`src/rtl/arb_pkg.sv`:
```
// Shared definitions for the data-side bus arbiter.
//   owner_t      : bus owner encoding (none / CPU MEM stage / UART DMA loader)
//   DEF_*        : default widths, DataMem/Peripheral boundary and burst limit
//   BURST_CNT_W  : width of the per-owner beat counter (covers MAX_BURST up to 16)
//   STALL_CNT_W  : width of the optional CPU stall counter
package arb_pkg;
    localparam int DEF_ADDR_W    = 32;
    localparam int DEF_DATA_W    = 32;
    localparam int DEF_MEM_LIMIT = 256;
    localparam int DEF_MAX_BURST = 4;
    localparam int BURST_CNT_W   = 4;
    localparam int STALL_CNT_W   = 16;

    typedef enum logic [1:0] {
        OWN_NONE = 2'd0,
        OWN_CPU  = 2'd1,
        OWN_DMA  = 2'd2
    } owner_t;
endpackage

```
`src/rtl/arb_addr_decode.sv`:
```
// Address decode and read-data select for the data-side bus.
// Also usable stand-alone wherever a master needs the same DataMem/Peripheral
// split (e.g. the CPU's own read-data select).
//   addr_i      : byte address being decoded
//   mem_rdata_i : DataMem read data
//   per_rdata_i : Peripheral read data
//   sel_mem_o   : address below MEM_LIMIT (DataMem)
//   sel_per_o   : address at or above MEM_LIMIT (Peripheral)
//   rdata_o     : read data of the selected slave
module arb_addr_decode
    import arb_pkg::*;
#(
    parameter int ADDR_W    = DEF_ADDR_W,
    parameter int DATA_W    = DEF_DATA_W,
    parameter int MEM_LIMIT = DEF_MEM_LIMIT
) (
    input  logic [ADDR_W-1:0] addr_i,
    input  logic [DATA_W-1:0] mem_rdata_i,
    input  logic [DATA_W-1:0] per_rdata_i,
    output logic              sel_mem_o,
    output logic              sel_per_o,
    output logic [DATA_W-1:0] rdata_o
);
    localparam logic [ADDR_W-1:0] LIMIT = ADDR_W'(MEM_LIMIT);

    assign sel_mem_o = (addr_i < LIMIT);
    assign sel_per_o = ~sel_mem_o;
    assign rdata_o   = sel_mem_o ? mem_rdata_i : per_rdata_i;
endmodule

```
`src/rtl/mem_bus_arbiter.sv`:
```
// Two-master arbiter for the data-side bus (DataMem below MEM_LIMIT,
// Peripheral at or above it). Port 0 is the CPU MEM stage, port 1 the UART
// DMA loader. Registered grant, round-robin on ties, bounded bursts under
// contention, registered read data back to the owner.
//
// Handshake: reqX is a valid that the master holds, together with
// wrX/addrX/wdataX, until a beat occurs; gntX acts as ready. A beat is any
// cycle with gntX=1 and reqX=1 and consumes exactly one command.
//
// Ports:
//   clk, reset               : clock, asynchronous active-high reset
//   req*/wr*/addr*/wdata*    : master command inputs (0 = CPU, 1 = DMA)
//   gnt*                     : registered bus ownership
//   rvalid*/rdata*           : read data, valid the cycle after a read beat
//   cpu_stall                : req0 & ~gnt0, combinational
//   mem_*                    : DataMem strobes/address/data, combinational read
//   per_*                    : Peripheral strobes/address/data
//   dbg_owner                : current owner state for observation
//   stall_cnt                : saturating CPU stall counter, only when the
//                              ARB_STALL_CNT_EN macro is defined
module mem_bus_arbiter
    import arb_pkg::*;
#(
    parameter int ADDR_W    = DEF_ADDR_W,
    parameter int DATA_W    = DEF_DATA_W,
    parameter int MEM_LIMIT = DEF_MEM_LIMIT,
    parameter int MAX_BURST = DEF_MAX_BURST
) (
    input  logic                   clk,
    input  logic                   reset,
    input  logic                   req0,
    input  logic                   req1,
    input  logic                   wr0,
    input  logic                   wr1,
    input  logic [ADDR_W-1:0]      addr0,
    input  logic [ADDR_W-1:0]      addr1,
    input  logic [DATA_W-1:0]      wdata0,
    input  logic [DATA_W-1:0]      wdata1,
    output logic                   gnt0,
    output logic                   gnt1,
    output logic                   rvalid0,
    output logic                   rvalid1,
    output logic [DATA_W-1:0]      rdata0,
    output logic [DATA_W-1:0]      rdata1,
    output logic                   cpu_stall,
`ifdef ARB_STALL_CNT_EN
    output logic [STALL_CNT_W-1:0] stall_cnt,
`endif
    output logic                   mem_rd,
    output logic                   mem_wr,
    output logic [ADDR_W-1:0]      mem_addr,
    output logic [DATA_W-1:0]      mem_wdata,
    input  logic [DATA_W-1:0]      mem_rdata,
    output logic                   per_rd,
    output logic                   per_wr,
    output logic [ADDR_W-1:0]      per_addr,
    output logic [DATA_W-1:0]      per_wdata,
    input  logic [DATA_W-1:0]      per_rdata,
    output owner_t                 dbg_owner
);
    localparam logic [BURST_CNT_W-1:0] BURST_LAST = BURST_CNT_W'(MAX_BURST - 1);

    owner_t                 owner_q, owner_d;
    owner_t                 rr_last_q, rr_last_d;
    logic [BURST_CNT_W-1:0] burst_q, burst_d;
    logic                   gnt0_q, gnt1_q;
    logic                   rvalid0_q, rvalid1_q;
    logic [DATA_W-1:0]      rdata0_q, rdata1_q;

    logic                   beat0, beat1, beat;
    logic                   own_req, oth_req;
    owner_t                 oth_owner;
    logic                   bus_wr;
    logic [ADDR_W-1:0]      bus_addr;
    logic [DATA_W-1:0]      bus_wdata;
    logic [DATA_W-1:0]      bus_rdata;
    logic                   sel_mem, sel_per;

    assign beat0 = gnt0_q & req0;
    assign beat1 = gnt1_q & req1;
    assign beat  = beat0 | beat1;

    // Owner's command onto the shared bus; zero while nobody owns it.
    always_comb begin
        bus_wr    = 1'b0;
        bus_addr  = '0;
        bus_wdata = '0;
        case (owner_q)
            OWN_CPU: begin
                bus_wr    = wr0;
                bus_addr  = addr0;
                bus_wdata = wdata0;
            end
            OWN_DMA: begin
                bus_wr    = wr1;
                bus_addr  = addr1;
                bus_wdata = wdata1;
            end
            default: ;
        endcase
    end

    arb_addr_decode #(
        .ADDR_W    (ADDR_W),
        .DATA_W    (DATA_W),
        .MEM_LIMIT (MEM_LIMIT)
    ) u_decode (
        .addr_i      (bus_addr),
        .mem_rdata_i (mem_rdata),
        .per_rdata_i (per_rdata),
        .sel_mem_o   (sel_mem),
        .sel_per_o   (sel_per),
        .rdata_o     (bus_rdata)
    );

    assign mem_rd    = beat & ~bus_wr & sel_mem;
    assign mem_wr    = beat &  bus_wr & sel_mem;
    assign per_rd    = beat & ~bus_wr & sel_per;
    assign per_wr    = beat &  bus_wr & sel_per;
    assign mem_addr  = bus_addr;
    assign mem_wdata = bus_wdata;
    assign per_addr  = bus_addr;
    assign per_wdata = bus_wdata;

    // Requests seen from the current owner's point of view.
    assign own_req   = (owner_q == OWN_CPU) ? req0 : req1;
    assign oth_req   = (owner_q == OWN_CPU) ? req1 : req0;
    assign oth_owner = (owner_q == OWN_CPU) ? OWN_DMA : OWN_CPU;

    always_comb begin
        owner_d   = owner_q;
        rr_last_d = rr_last_q;
        burst_d   = burst_q;
        case (owner_q)
            OWN_NONE: begin
                burst_d = '0;
                if (req0 && req1) begin
                    owner_d = (rr_last_q == OWN_CPU) ? OWN_DMA : OWN_CPU;
                end else if (req0) begin
                    owner_d = OWN_CPU;
                end else if (req1) begin
                    owner_d = OWN_DMA;
                end
            end
            OWN_CPU, OWN_DMA: begin
                // Release when the owner is done, or when its last allowed
                // beat under contention is happening now. Handing straight
                // to the waiting port avoids an idle bubble.
                if (!own_req || (burst_q == BURST_LAST && oth_req)) begin
                    rr_last_d = owner_q;
                    burst_d   = '0;
                    owner_d   = oth_req ? oth_owner : OWN_NONE;
                end else if (burst_q != BURST_LAST) begin
                    burst_d = burst_q + 1'b1;
                end
            end
            default: begin
                owner_d = OWN_NONE;
                burst_d = '0;
            end
        endcase
    end

    always_ff @(posedge clk or posedge reset) begin
        if (reset) begin
            owner_q   <= OWN_NONE;
            rr_last_q <= OWN_DMA;
            burst_q   <= '0;
            gnt0_q    <= 1'b0;
            gnt1_q    <= 1'b0;
            rvalid0_q <= 1'b0;
            rvalid1_q <= 1'b0;
            rdata0_q  <= '0;
            rdata1_q  <= '0;
        end else begin
            owner_q   <= owner_d;
            rr_last_q <= rr_last_d;
            burst_q   <= burst_d;
            gnt0_q    <= (owner_d == OWN_CPU);
            gnt1_q    <= (owner_d == OWN_DMA);
            rvalid0_q <= beat0 & ~bus_wr;
            rvalid1_q <= beat1 & ~bus_wr;
            if (beat0 && !bus_wr) begin
                rdata0_q <= bus_rdata;
            end
            if (beat1 && !bus_wr) begin
                rdata1_q <= bus_rdata;
            end
        end
    end

    assign gnt0      = gnt0_q;
    assign gnt1      = gnt1_q;
    assign rvalid0   = rvalid0_q;
    assign rvalid1   = rvalid1_q;
    assign rdata0    = rdata0_q;
    assign rdata1    = rdata1_q;
    assign cpu_stall = req0 & ~gnt0_q;
    assign dbg_owner = owner_q;

`ifdef ARB_STALL_CNT_EN
    logic [STALL_CNT_W-1:0] stall_cnt_q;

    always_ff @(posedge clk or posedge reset) begin
        if (reset) begin
            stall_cnt_q <= '0;
        end else if (cpu_stall && (stall_cnt_q != '1)) begin
            stall_cnt_q <= stall_cnt_q + 1'b1;
        end
    end

    assign stall_cnt = stall_cnt_q;
`endif
endmodule

```
`config.mk`:
```
export PLATFORM = sky130hd
export DESIGN_NAME = mem_bus_arbiter
export DESIGN_NICKNAME = d
export VERILOG_FILES = /design/src/rtl/arb_pkg.sv /design/src/rtl/arb_addr_decode.sv /design/src/rtl/mem_bus_arbiter.sv
export SDC_FILE = /design/constraint.sdc
export NUM_CORES = 1
export LEC_CHECK = 0
export CAP_MARGIN = 20
export CORE_AREA = 2 2 157 159
export DETAILED_ROUTE_END_ITERATION = 8
export DIE_AREA = 0 0 159 161
export GPL_TIMING_DRIVEN = 1
export MAX_ROUTING_LAYER = met4
export PLACE_DENSITY = 0.6
export SYNTH_ARGS = -nofsm -noshare
export SYNTH_HDL_FRONTEND = slang
export SYNTH_SLANG_ARGS = --single-unit
```
`constraint.sdc`:
```
create_clock -name clk -period 3.6 [get_ports clk]
set_input_delay 0.72 -clock clk [delete_from_list [all_inputs] [get_ports clk]]
set_output_delay 0.72 -clock clk [all_outputs]
set_load 0.01 [all_outputs]
```
==> metrics.cfg <==
[synthesis]
ys.flop_type = dfrtp_1
synthesis.area_um2 = 5440
ys_types = 39
synth_edf_count = 0
syn_nets = 792
synth_cells = 589
synth_seq_cells = 76
yosysSeqAreaShare_pct = 35.0
async_flop_share_pct = 100
avgSynthCellArea_um2 = 9.23
yosysWarnings = 0

[pwr]
vdd_drop_max_uv = 691
powerDensity_nw_per_um2 = 1010
leakagePower_nw = 3.56
power_mw = 10.0

[layout]
area_growth_pct = 81.6
layout.nets = 1122
stdcell_count = 1253
seqCellArea_um2 = 1900
drive_gt1_share_pct = 13.2
fin_area_um2 = 9870
nFillCells = 2400
multiInputGateArea_um2 = 2820

[global_route]
grt_pass1_vias = 6219
grt_overflow = 0
grt_max_degree = 66
antenna_found_initial = 5
grt_pass1_wl_um = 37600
grt_usage_pct = 19.8

[detailed_routing]
drt.antenna.violating_nets = 0
viasPerCell = 4.78
first_iter_violations = 331
finalWirelength_um = 25400
dr.pass1.iters = 5
dr_total_vias = 5989
wl_per_cell_um = 20.2
drc = 0

[worst_setup_path]
critical-path-slowest-cell = clkdlybuf4s50_1
r2r_start = dbg_owner[1]
cp-end-kind = output pin
max_stage_delay_ns = 0.60
path_class = reg2out
path_cells = inv_2 > ha_2 > buf_12 > buf_4 > a22oi_1 > nor2_1 > clkdlybuf4s50_1
setup.worst_path.start = dbg_owner[0]
path_max_fanout = 35
crit_required_ns = 2.88
rrSetupSlack_ns = 0.66
start_kind = flip-flop
cp.arrival_ns = 2.75

[cts]
cts_root_buf = clkbuf_16
clk_latency_ns = 0.35
cts_made_buffers = 9
cts_sinks = 76
clk_path_buf_depth = 2
cts.clk_slew.worst_paths_ns = 0.07
htree_levels = 3
cts_tree = built

[place]
placed_area_um2 = 9460
dp_cells = 1230
dp_hpwl_um = 19900
dp_worst_setup_slack_ns = 0.0244
gp_congestion = 0.884
portBuffers = 400

[floorplan]
initial_core_util_pct = 22.7
die_area_um2 = 25600
ioPinCount = 401
core_area_um2 = 24000
row_count = 57
die_h_um = 161
die_w_um = 159

[run_status]
status = finished clean

[timing]
rsz0062_at_grt = no
fin_tns_setup_ns = 0
worst_slew_pin_slew_ns = 0.698
layout_setup_ws_ns = 0.126
fmax_mhz = 288
fin_worst_skew_ns = 0.0124
finalSetupViolations = 0
maxSlewViolCount = 0
hold_viol = 0
fin_crit_sh_pct = 96.5
period_needed_ns = 3.47
maxSlewHeadroom_pct = 53.5

[hold_path]
hp-class = reg2reg
hp-start = rr_last_q[1]

[job]
maxCapViolations = 0

path summary, 6_finish.rpt:
path / cells past startpoint / end
max: 7 / per_wdata[26]
min: 2 / rr_last_q[1]
max reg2reg: 10 / rdata0[1]
min reg2reg: 2 / rr_last_q[1]
max in group asynchronous: 3 / rr_last_q[1]
min in group asynchronous: 2 / rdata1[17]
sequential cells by signal, indices dropped and copies added (netlist names):
register	flops
rdata0	32
gnt1	1
dbg_owner	2
burst_q	4
rdata1	32
rvalid0	1
rr_last_q	2
rvalid1	1
gnt0	1
synth_stat cells (all sizes together) (5+ instances only):
library cell,instances,area (um2)
ha,5,62.6
nor2,139,522
nand2,6,22.5
dfrtp,75,1880
buf,90,682
a31oi,66,413
inv,5,18.8
a22oi,65,503
nand4,32,200
a21oi,5,25.0
o31ai,32,653
a41oi,6,52.6
clkbuf,32,128
logic make-up after synthesis:
logic type               share of synthesized area, %
multiplexers                                    0.759
AO/OA/AOI/OAI                                    31.4
adder cells (fa/ha/maj)                          1.15
AND/OR/NAND/NOR                                  16.1
XOR/XNOR                                        0.322
buffers and inverters                            15.2
flip-flops                                       35.0
final cells by class:
class,instances,area share [%]
diodes,5,0.127
clock buffers,9,2.28
clock inverters,7,0.659
inverters,5,0.203
multi-input cells,386,28.6
flip-flops and latches,76,19.3
well taps,324,4.11
repair buffers,441,44.7
critical path, delay by kind of cell, from the launching register on:
kind,cells,cell delay [ns]
adder cells (fa/ha/maj),1,0.19
buffers and inverters,4,1.28
AO/OA/AOI/OAI,1,0.21
flip-flops,1,0.44
AND/OR/NAND/NOR,1,0.27
where the power goes:
part           switching [mW]  internal (mW)
combinational            4.34           3.31
clock                   0.413          0.484
sequential              0.217           1.26
timing repair:
| action | CTS | global route |
|---|---|---|
| setup endpoints to repair | 6 | 4 |
| setup buffers | 1 | 1 |
| resized for setup | 16 | 8 |
| pin swaps | 1 | 3 |
| hold buffers | 0 | 0 |
through the flow:
stage | util [%] | hold WS (ns)
after detailed placement | 39.5 | 0.481
after global routing | 41.2 | 0.524
after global placement | 39.5 | 0.466
after CTS | 41.0 | 0.485
after floorplan | - | 0.450
final | 41.2 | 0.480
layer usage:
layer,wire length [um],track usage [%],part of all wire [%],vias to the layer above
met5,0,-,0,-
met3,1550,3.83,6.1,36
met1,10200,22.5,40,2857
li1,-,-,-,2787
met2,12900,34.4,51,309
met4,718,7.69,2.8,0
placed cells by master (no fill, tap or decap), drive strengths merged, types with 2 or more instances in the layout:
cell	count
o21ai	3
nor4	2
or4	2
a41oi	6
clkinv	3
nand3	3
mux2i	3
ha	5
nor2	139
xor2	2
nand2	6
buf	41
a21oi	5
a31oi	66
nand4	32
a22oi	65
dlygate4sd2	2
dlymetal6s2s	2
nor3b	3
o31ai	32
clkdlybuf4s50	396
inv	8
and3	2
clkbuf	9
diode	5
a22o	2
dfrtp	75
(Power assumes the default switching activity.)
